**config.mk**
```make
export PLATFORM = sky130hd
export DESIGN_NAME = nmos_phase_gen
export DESIGN_NICKNAME = d
export VERILOG_FILES = /design/src/rtl/nmos_clk_pkg.sv /design/src/rtl/nmos_phase_gen.sv
export SDC_FILE = /design/constraint.sdc
export NUM_CORES = 1
export LEC_CHECK = 0
export BUFFER_PORTS_ARGS = -buffer_cell sky130_fd_sc_hd__buf_2
export CAP_MARGIN = 10
export CORE_ASPECT_RATIO = 2
export CORE_UTILIZATION = 59
export CTS_CLUSTER_SIZE = 24
export DETAILED_ROUTE_END_ITERATION = 6
export PLACE_DENSITY_LB_ADDON = 0.3
export SYNTH_ARGS = -nofsm -noshare
export SYNTH_HDL_FRONTEND = slang
export SYNTH_SLANG_ARGS = --single-unit
```
**constraint.sdc**
```tcl
create_clock -name main_clk -period 5.66 [get_ports main_clk]
set_input_delay 0.849 -clock main_clk [delete_from_list [all_inputs] [get_ports main_clk]]
set_output_delay 0.849 -clock main_clk [all_outputs]
set_load 0.02 [all_outputs]
```
**src/rtl/nmos_clk_pkg.sv**
```systemverilog
// nmos_clk_pkg: shared state encoding and timer helpers for two-phase clock generators
package nmos_clk_pkg;
  localparam logic [2:0] ST_IDLE = 3'd0;
  localparam logic [2:0] ST_PH1 = 3'd1;
  localparam logic [2:0] ST_G1 = 3'd2;
  localparam logic [2:0] ST_PH2 = 3'd3;
  localparam logic [2:0] ST_G2 = 3'd4;
  localparam int TMR_W = 8;
  typedef enum logic [2:0] {
    IDLE = ST_IDLE,
    PH1 = ST_PH1,
    G1 = ST_G1,
    PH2 = ST_PH2,
    G2 = ST_G2
  } state_e;
  function automatic logic [TMR_W-1:0] reload(input int len);
    return len == 0 ? '0 : TMR_W'(len - 1);
  endfunction
endpackage

```
**src/rtl/nmos_phase_gen.sv**
```systemverilog
// nmos_phase_gen: non-overlapping PHI1/PHI2 qualifier generator (run/step control, cycle counter)
module nmos_phase_gen
  import nmos_clk_pkg::*;
#(
  parameter int PHI_LEN = 4,
  parameter int GAP_LEN = 1,
  parameter int CNT_W = 16
) (
  input  logic             main_clk,
  input  logic             main_rst,
  input  logic             run,
  input  logic             step,
  output logic             C1,
  output logic             C2,
  output logic             C1_end,
  output logic             C2_end,
  output logic [CNT_W-1:0] cyc_cnt,
  output logic             halted
);
  localparam logic [TMR_W-1:0] PH_RLD = reload(PHI_LEN);
  localparam logic [TMR_W-1:0] GAP_RLD = reload(GAP_LEN);
  state_e state_q, state_d;
  logic [TMR_W-1:0] tmr_q, tmr_d;
  logic [CNT_W-1:0] cnt_q, cnt_d;
  logic c1_q, c1_d, c2_q, c2_d, c1e_q, c1e_d, c2e_q, c2e_d, halted_q, halted_d;
  logic done, wrap;
  always_comb begin
    done = tmr_q == '0;
    wrap = done && (state_q == G2 || (state_q == PH2 && GAP_LEN == 0));
    state_d = state_q;
    tmr_d = done ? '0 : tmr_q - 1'b1;
    cnt_d = wrap ? cnt_q + 1'b1 : cnt_q;
    unique case (state_q)
      IDLE: begin
        state_d = (run || step) ? PH1 : IDLE;
        tmr_d = (run || step) ? PH_RLD : '0;
      end
      PH1: if (done) begin
        state_d = GAP_LEN > 0 ? G1 : PH2;
        tmr_d = GAP_LEN > 0 ? GAP_RLD : PH_RLD;
      end
      G1: if (done) begin
        state_d = PH2;
        tmr_d = PH_RLD;
      end
      PH2: if (done && GAP_LEN > 0) begin
        state_d = G2;
        tmr_d = GAP_RLD;
      end
      default: state_d = state_q;
    endcase
    if (wrap) begin
      state_d = run ? PH1 : IDLE;
      tmr_d = run ? PH_RLD : '0;
    end
    c1_d = state_d == PH1;
    c2_d = state_d == PH2;
    c1e_d = c1_d && tmr_d == '0;
    c2e_d = c2_d && tmr_d == '0;
    halted_d = state_d == IDLE;
  end
  always_ff @(posedge main_clk) begin
    if (main_rst) begin
      state_q <= IDLE;
      tmr_q <= '0;
      cnt_q <= '0;
      c1_q <= 1'b0;
      c2_q <= 1'b0;
      c1e_q <= 1'b0;
      c2e_q <= 1'b0;
      halted_q <= 1'b1;
    end else begin
      state_q <= state_d;
      tmr_q <= tmr_d;
      cnt_q <= cnt_d;
      c1_q <= c1_d;
      c2_q <= c2_d;
      c1e_q <= c1e_d;
      c2e_q <= c2e_d;
      halted_q <= halted_d;
    end
  end
  assign C1 = c1_q;
  assign C2 = c2_q;
  assign C1_end = c1e_q;
  assign C2_end = c2e_q;
  assign cyc_cnt = cnt_q;
  assign halted = halted_q;
endmodule

```
==> parameters.txt <==
Parameter                              Value

Timing
  Unrepaired setup endpoints after global routing ... no
  Clock period minus final worst setup slack ... between 2 and 3 ns
  Number of slew-limit violations in the final report ... 0
  Setup Viol. Count Final ... 0
  Total Neg Setup Slack ... 0 ns
  Highest Clock Rate ... approximately 390 MHz
  Headroom to the max-slew limit ... 15.2%
  Skew final ... 0.00605 ns
  Smallest hold slack ... approximately 0.50 ns
  Least-Margin Pin Slew ... between 1 and 1.5 ns
  Final worst-path cycle share ... 45.5%
  Number of hold violations in the final report ... 0

Place
  Area post-placement ... 1650 um^2
  Routability-driven placement congestion ratio ... ~0.8
  Half-perimeter wire length after placement ... ~2600 um
  Count of buffers from port buffering ... 24

Yosys
  Synthesis Warnings ... 0
  Avg Inst Size Synth ... between 8 and 9 um^2
  Post-synthesis instance total ... roughly 180
  Total standard cell area after synthesis ... 1540 um^2
  Post-synth cell types ... 38
  Cell types occupying the most area after synthesis ... sky130_fd_sc_hd__dfxtp_1, sky130_fd_sc_hd__nor2_1, sky130_fd_sc_hd__xor2_1
  Share of the synthesized area in the top cell type ... around two fifths
  Area leader, netlist ... sky130_fd_sc_hd__dfxtp_1
  Synth Net Count ... 188
  Post-synthesis sequential area ratio ... around two fifths
  Synthesis-stage register bit count ... 32

Worst setup path
  Type of the worst setup path ... reg -> reg
  Critical Path RT ... a little under 6 ns
  Standard cell with the maximum stage delay on the critical path ... sky130_fd_sc_hd__nor4_1
  Critical Path Fanout Max ... 6
  Signal arrival time at the worst endpoint ... between 2 and 3 ns
  Launching element type of the critical path ... flop
  Sequence of cells on the critical path ... inv_1 -> ha_1 -> or4b_1 -> nor4_1 -> nand4_1 -> xor2_1 -> nor2_1
  Worst flop-to-flop path startpoint ... tmr_q[0]
  Start point of the critical path ... tmr_q[0]
  Critical Path Sink Type ... flop
  Delay of the slowest cell on the worst path ... about 0.82 ns

GRT
  First-pass GRT wire length ... 5610 um
  Combined global-route utilization of all metal layers ... 28.6%
  Pin count of the biggest net entering global routing ... 32
  Vias in the first global route ... approximately 1,400
  Number of antenna violations at the first check in global routing ... 0
  Total congestion overflow after global routing ... 0

Die
  Number of top-level pins ... 25
  Area of the die ... ~2800 um^2
  Die width ... about 38 um
  Area inside the core boundary ... ~2400 um^2
  Initial cell density of the core ... around 64%
  Number of placement rows ... 25
  Vertical extent of the die ... 74.3 um

Finish
  Ratio of cells with drive above 1 in the final layout ... about a fifth
  Final net count ... 209
  Final design area excluding fillers ... between 1500 and 2000 um^2
  Most frequent cells in the layout ... sky130_fd_sc_hd__dfxtp_1, sky130_fd_sc_hd__buf_2, sky130_fd_sc_hd__nor2_1
  Area growth, synth to finish ... 13.0%
  Number of antenna diodes ... 0
  Most frequent standard cell in the layout excluding fill and tap cells ... sky130_fd_sc_hd__dfxtp_1

Power
  Share of total power consumed by net switching ... between 40% and 50%
  Power density of the placed cells ... just over 500 nW/um^2
  Share of power burned in the clock network ... 20.8%
  Switching pwr ... ~0.00038 W
  Logic pwr share ... about 44%
  Part of the total power dissipated in sequential elements ... roughly a third
  Internal power contribution ... around 0.00051 W
  Leak ... approximately 0.72 nW
  Peak ir drop on the vdd network ... 0.000322 V

Routing
  Remaining DRCs ... 0
  Aggregate routed wire length ... ~3500 um
  Wirelength per Cell ... 15.2 um
  DR vias/cell ... 5.95
  Number of DRC markers after the initial detailed-route iteration ... 40
  Pre-antenna DRT Iters ... 4
  Total vias in the final route ... between 1,000 and 1,500
  Number of nets with antenna violations after detailed routing ... 0

CTS
  Number of gates given a new drive strength after cts ... 0
  Post-CTS clock slew at the launch and capture registers of the worst setup and hold paths ... 0.07 ns
  Worst-Skew Late Latency ... 0.29 ns
  CTS Root Cell ... sky130_fd_sc_hd__clkbuf_8
  Maximum number of buffers from clock root to sink ... 2
  TritonCTS clock tree ... yes
  Inserted Clock Buffers ... 5
  Number of clock sinks seen by CTS ... 32
  Post-CTS setup buffer count ... 0
  Max H-tree Level ... 2
  Number of buffers added to fix hold violations after cts ... 0

Min path
  Start point of the worst hold path ... cyc_cnt[1]
  Class of the tightest hold or removal check ... reg -> reg

Job
  Max-capacitance violation count ... 0

Run status
  Status ... completed
==> synthesized netlist by cell type, drive strengths merged <==
library cell,number
dfxtp,32
nor2,24
nand2,12
nor4,10
inv,9
xor2,9
clkbuf,8
nand3,8
a21oi,7
nor3,7
xnor2,7
o21ai,6
or3,6
nor2b,4
a31o,3
ha,3
mux2i,3
nand4,3
a211oi,2
buf,2
nand3b,2
o31ai,2
or4,2
a311o,1
and2,1
and4,1
nand2b,1
nor3b,1
nor4b,1
o211ai,1
o31a,1
or3b,1
or4b,1
==> area by class of cell <==
type                    instances  area (um^2)
inverters                       9         33.8
clock buffers                   6         82.6
fillers                       190          664
repair buffers                 24          120
flip-flops and latches         32          641
clock inverters                 2         10.0
multi-input cells             130          823
well taps                      27         33.8
==> state kept, by name (all words and copies together) (netlist names) <==
signal,flops
state_q,3
halted,1
C1,1
C2_end,1
C2,1
C1_end,1
cyc_cnt,16
tmr_q,8
==> stage by stage <==
stage,instances,util [%],setup WS [ns],power (W)
after global routing,230,72.4,2.94,0.000928
after detailed placement,222,68.6,3.12,0.000692
final,230,72.4,3.08,0.000880
after global placement,222,68.6,3.29,0.000672
after CTS,230,72.4,3.08,0.000876
after floorplan,181,-,3.35,0.000616
==> cells by family after synthesis <==
group	count (synthesis)	share of synthesized area, %
flip-flops	32	41.5
multiplexers	3	1.94
adder cells (fa/ha/maj)	3	2.43
AND/OR/NAND/NOR	85	30.3
AO/OA/AOI/OAI	23	9.56
XOR/XNOR	16	9.08
buffers and inverters	19	5.19
==> power groups by stage <==
| stage | registers, W | clock network (W) | logic (W) |
|---|---|---|---|
| 6_report | 0.000308 | 0.000183 | 0.000389 |
| 5_1_grt | 0.000315 | 0.000193 | 0.000420 |
| 4_1_cts | 0.000307 | 0.000184 | 0.000385 |
| 3_5_place_dp | 0.000313 | 0 | 0.000379 |
| 3_3_place_gp | 0.000310 | 0 | 0.000363 |
| 2_1_floorplan | 0.000306 | 0 | 0.000310 |
==> critical path: cells and delay by family, from the launching register on <==
kind          cells  cell delay [ns]
flops             1             0.33
simple gates      4             1.64
buf+inv           1             0.08
xor+xnor          1             0.19
fa+ha+maj         1             0.19
==> per-layer routing <==
metal / share of wire, % / GRT usage (%) / vias up
met1: 35 / 24.8 / 645
met4: 3.4 / 20.2 / 0
met5: 0 / 0 / -
li1: - / - / 670
met2: 57 / 53.3 / 42
met3: 4.1 / 5.97 / 12
==> path summary, 6_finish.rpt <==
kind | endpoint | slack, ns | depth (start not counted)
max | cyc_cnt[6] | 3.08 | 7
min | cyc_cnt[1] | 0.50 | 2
max reg2reg | cyc_cnt[6] | 3.08 | 7
min reg2reg | cyc_cnt[1] | 0.50 | 2
(Power assumes the default switching activity.)
